### src/rtl/deser_frame_if.sv
// Serial frame receiver bus: qualified serial input toward the receiver,
// assembled word, load strobe and status back toward the consumer.
interface deser_frame_if #(
    parameter int N = 8
);
    logic         sin;
    logic         sin_vld;
    logic [N-1:0] z;
    logic         en;
    logic         busy;
    logic         ferr;

    // master: serial source / word consumer side
    modport master (
        output sin, sin_vld,
        input  z, en, busy, ferr
    );

    // slave: the deserializer itself
    modport slave (
        input  sin, sin_vld,
        output z, en, busy, ferr
    );
endinterface

### src/rtl/deser_frame.sv
// Serial-to-parallel frame receiver: start bit, N data bits LSB first, stop bit.
// Define DESER_PARITY_EN to add a parity bit between data and stop (sense set by PAR_ODD).
module deser_frame #(
    parameter int N       = 8,
    parameter bit PAR_ODD = 1'b0
) (
    input  logic         clk,
    input  logic         rst_n,
    deser_frame_if.slave bus
);
    localparam int CW = (N > 1) ? $clog2(N) : 1;

`ifdef DESER_PARITY_EN
    typedef enum logic [1:0] {IDLE, DATA, PAR, STOP} state_e;
`else
    typedef enum logic [1:0] {IDLE, DATA, STOP} state_e;
`endif

    state_e        state_q, state_d;
    logic [N-1:0]  sh_q, sh_d;
    logic [N-1:0]  z_q, z_d;
    logic [CW-1:0] cnt_q, cnt_d;
    logic          en_q, en_d;
    logic          ferr_q, ferr_d;
    logic          perr_q, perr_d;

`ifndef DESER_PARITY_EN
    logic unused_par_odd;
    assign unused_par_odd = PAR_ODD;
`endif

    always_ff @(posedge clk or negedge rst_n) begin
        if (!rst_n) begin
            state_q <= IDLE;
            sh_q    <= '0;
            z_q     <= '0;
            cnt_q   <= '0;
            en_q    <= 1'b0;
            ferr_q  <= 1'b0;
            perr_q  <= 1'b0;
        end else begin
            state_q <= state_d;
            sh_q    <= sh_d;
            z_q     <= z_d;
            cnt_q   <= cnt_d;
            en_q    <= en_d;
            ferr_q  <= ferr_d;
            perr_q  <= perr_d;
        end
    end

    // en_d defaults low so the strobe can never last past one cycle.
    always_comb begin
        state_d = state_q;
        sh_d    = sh_q;
        z_d     = z_q;
        cnt_d   = cnt_q;
        en_d    = 1'b0;
        ferr_d  = ferr_q;
        perr_d  = perr_q;

        if (bus.sin_vld) begin
            case (state_q)
                IDLE: begin
                    if (!bus.sin) begin
                        state_d = DATA;
                        cnt_d   = '0;
                        ferr_d  = 1'b0;
                        perr_d  = 1'b0;
                    end
                end
                DATA: begin
                    sh_d = {bus.sin, sh_q[N-1:1]};
                    if (cnt_q == CW'(N - 1)) begin
`ifdef DESER_PARITY_EN
                        state_d = PAR;
`else
                        state_d = STOP;
`endif
                    end else begin
                        cnt_d = cnt_q + CW'(1);
                    end
                end
`ifdef DESER_PARITY_EN
                PAR: begin
                    if (bus.sin != ((^sh_q) ^ PAR_ODD))
                        perr_d = 1'b1;
                    state_d = STOP;
                end
`endif
                STOP: begin
                    if (bus.sin && !perr_q) begin
                        z_d  = sh_q;
                        en_d = 1'b1;
                    end else begin
                        ferr_d = 1'b1;
                    end
                    state_d = IDLE;
                end
                default: state_d = IDLE;
            endcase
        end
    end

    assign bus.z    = z_q;
    assign bus.en   = en_q;
    assign bus.busy = (state_q != IDLE);
    assign bus.ferr = ferr_q;
endmodule

### src/flat_wrapper.sv
// flat-port wrapper written by rule: the top's interface ports become plain ports
module deser_frame_flat 
#(
    parameter int N       = 8,
    parameter bit PAR_ODD = 1'b0
)
  (clk, rst_n, bus_sin, bus_sin_vld, bus_z, bus_en, bus_busy, bus_ferr);
  deser_frame_if #(.N(N)) bus_i ();
  input  logic clk;
  input  logic rst_n;
  input wire logic [$bits(bus_i.sin)-1:0] bus_sin;
  input wire logic [$bits(bus_i.sin_vld)-1:0] bus_sin_vld;
  output wire logic [$bits(bus_i.z)-1:0] bus_z;
  output wire logic [$bits(bus_i.en)-1:0] bus_en;
  output wire logic [$bits(bus_i.busy)-1:0] bus_busy;
  output wire logic [$bits(bus_i.ferr)-1:0] bus_ferr;
  assign bus_i.sin = bus_sin;
  assign bus_i.sin_vld = bus_sin_vld;
  assign bus_z = bus_i.z;
  assign bus_en = bus_i.en;
  assign bus_busy = bus_i.busy;
  assign bus_ferr = bus_i.ferr;
  deser_frame #(.N(N), .PAR_ODD(PAR_ODD)) u_core (.clk(clk), .rst_n(rst_n), .bus(bus_i));
endmodule
### config.mk
export PLATFORM = sky130hd
export DESIGN_NAME = deser_frame_flat
export DESIGN_NICKNAME = d
export VERILOG_FILES = /design/src/rtl/deser_frame_if.sv /design/src/rtl/deser_frame.sv /design/src/flat_wrapper.sv
export SDC_FILE = /design/constraint.sdc
export NUM_CORES = 1
export LEC_CHECK = 0
export CORE_ASPECT_RATIO = 1.4
export CORE_MARGIN = 1
export CORE_UTILIZATION = 51
export CTS_CLUSTER_DIAMETER = 150
export CTS_CLUSTER_SIZE = 12
export DETAILED_ROUTE_END_ITERATION = 10
export PLACE_DENSITY = 0.76
export SETUP_SLACK_MARGIN = 0.2
export SLEW_MARGIN = 20
export SYNTH_ARGS = -nofsm -noshare
export SYNTH_HDL_FRONTEND = slang
export SYNTH_SLANG_ARGS = --single-unit
### constraint.sdc
create_clock -name clk -period 1.58 [get_ports clk]
set_input_delay 0.158 -clock clk [delete_from_list [all_inputs] [get_ports clk]]
set_output_delay 0.158 -clock clk [all_outputs]
set_load 0.005 [all_outputs]
==> flow_summary.ini <==
[worst_setup_path]
start_kind = register
crit-reg2reg-capture = u_core.cnt_q[0]
r2r_start = u_core.cnt_q[0]
critPathArrivalTime_ps = 1570
path_class = register to register
crit_path_end_kind = register
required_ps = 1780
cp_max_fo = 3
critPathLaunch = u_core.cnt_q[0]
r2r_cells = 5
r2r_slack_ps = 220

[logic_synthesis]
synth_cell_types = 17
synth_warnings = 0
synth_seq_cells = 23
seq_area_frac_synth_pct = 60.2
syn_area_per_cell_sq_um = 14.9
syn_nets = 70
syn_area_sq_um = 956
synthCells = 64

[global_routing]
gr-usage-all-layers_pct = 20.2
grt_pass1_wl_um = 2830
grt-ovfl-total = 0
grt_antenna_before_repair = 0
grt_pass1_vias = 630
grt_max_degree = 24

[placed_design]
detailed_place_hpwl_um = 1170
port_buffers = 14
routabilityCongestion = 0.715
place_area_sq_um = 1150

[timing]
finalSetupTns_ps = 0
relSlewSlack_pct = 81.3
fin_crit_sh_pct = 86.3
clock_skew_ps = 2.51
slew_violations = 0
max_freq_mhz = 733
min_period_ps = 1360
hold_viol = 0
rsz0062_at_grt = true
setup_viol = 0
worstMarginPinSlew_ps = 280

[clock_tree]
cts_hold_buf = 0
cts.sinks = 23
clock_tree.buffer_depth = 2
cts_buffers = 3
h-tree-depth = 1
cts_tree = built
cts-root-buf = clkbuf_4
worstSkewPairLatency_ps = 300
clk_pin_slew_ps = 130

[cells_and_area]
drive_gt1_share_pct = 43.7
synthToLayoutAreaGrowth_pct = 30.2
diodes = 0
fin_area_sq_um = 1240
nets = 94

[floorplan]
dieArea_sq_um = 2050
die_h_um = 53.2
num_rows = 18
die_x_um = 38.6
io_pins = 15
start_util_pct = 54.4
core_sq_um = 1760

[power]
peakVddDrop_mv = 0.861
power_density_nw_per_um2 = 1220
p_leak_uw = 0.000681

[detailed_routing]
wirelength_um = 1640
drtIter0Drc = 4
ant_nets = 0
wl_per_cell_um = 15.3
viasPerCell = 5.29
drtPass1Iterations = 3
vias = 566
drc_errors = 0

[hold_path]
min_path_type = input pin to asynchronous set/reset pin

[job]
drv_cap = 0

[run_status]
status = completed
==> sequential cells by signal, indices dropped and copies added, names as in the netlist <==
signal           cells
u_core.bus.z         8
u_core.sh_q          8
u_core.state_q       2
u_core.bus.ferr      1
u_core.cnt_q         3
u_core.bus.en        1
==> cells in the final DEF, fill, tap and decap left out, types with 2 or more instances in the layout <==
cell type	count
buf_4	6
dfrtp_1	22
clkbuf_4	3
ha_4	2
inv_1	4
nand2_1	2
mux2i_1	3
clkdlybuf4s50_1	8
dlymetal6s2s_1	5
mux2_2	17
==> stage by stage <==
step / power (uW) / cells / utilization (%) / setup slack [ps] / hold WS (ps)
2_1_floorplan: 1060 / 64 / - / 203 / -138
3_3_place_gp: 1180 / 100 / 65.5 / 72.5 / 485
3_5_place_dp: 1210 / 100 / 65.5 / 110 / 497
4_1_cts: 1520 / 107 / 69.6 / 192 / 184
5_1_grt: 1630 / 107 / 70.9 / 170 / 214
6_report: 1520 / 107 / 70.9 / 217 / 184
==> worst max-delay path by stage <==
stage / end / cells past startpoint / slack (ps)
final: u_core.cnt_q[0] / 5 / 220
after CTS: u_core.sh_q[7] / 4 / 190
after global routing: u_core.cnt_q[0] / 5 / 170
after floorplan: u_core.cnt_q[0] / 5 / 200
after global placement: u_core.bus.ferr / 3 / 70
after detailed placement: u_core.bus.ferr / 3 / 110
==> repair_timing <==
action / 4_1_cts / 5_1_grt
setup endpoints to repair: 2 / 25
gates resized for setup: 7 / 8
setup buffers: 3 / 0
endpoints found under the hold margin: 0 / 0
pin swaps: 3 / 1
==> layout make-up <==
cell class                      count  area (sq um)
Tap cell                           20          25.0
Clock buffer                        3          22.5
Fill cell                         136           512
Sequential cell                    23           577
Timing Repair Buffer               20           193
Multi-Input combinational cell     36           405
Inverter                            4          15.0
Clock inverter                      1          7.51
==> power by group <==
part	switching, uW	internal (uW)
Clock	173	96.3
Sequential	120	745
Combinational	146	242
Total	439	1080
==> synthesized netlist by cell type <==
cell       n  area, sq um
buf_2      1         5.00
nand4b_2   1         15.0
inv_1      4         15.0
nand2_1    3         11.3
nor3b_1    1         7.51
nor3_1     1         5.00
ha_1       2         25.0
nand4_4    1         21.3
mux2i_1    3         30.0
dfrtp_1   23          576
o21ai_0    1         5.00
nor2b_4    1         13.8
mux2_2    18          203
or2_2      1         6.26
nand2_2    1         6.26
nand3_1    1         5.00
nand2b_1   1         6.26
==> critical path, cell delays in order (launching register included) <==
cell      delay (ps)
dfrtp_1          440
ha_4             180
ha_4             150
nand2_2           70
nand4b_4         110
mux2_4           310
==> kinds of logic after synthesis <==
| kind of cell | Yosys count | share of synthesized area [%] |
|---|---|---|
| adders and majority gates | 2 | 2.62 |
| buffers and inverters | 5 | 2.09 |
| muxes | 21 | 24.3 |
| DFF | 23 | 60.2 |
| AOI/OAI and AO/OA | 1 | 0.523 |
| and+or+nand+nor | 12 | 10.2 |
==> per-layer routing <==
metal	GRT usage, %	up-vias	wire (um)
met5	0	-	0
met4	10.3	0	30
met3	1.68	4	40
met2	34.4	10	896
met1	24.5	285	669
li1	-	267	-
Power figures use the tool's default switching activity.
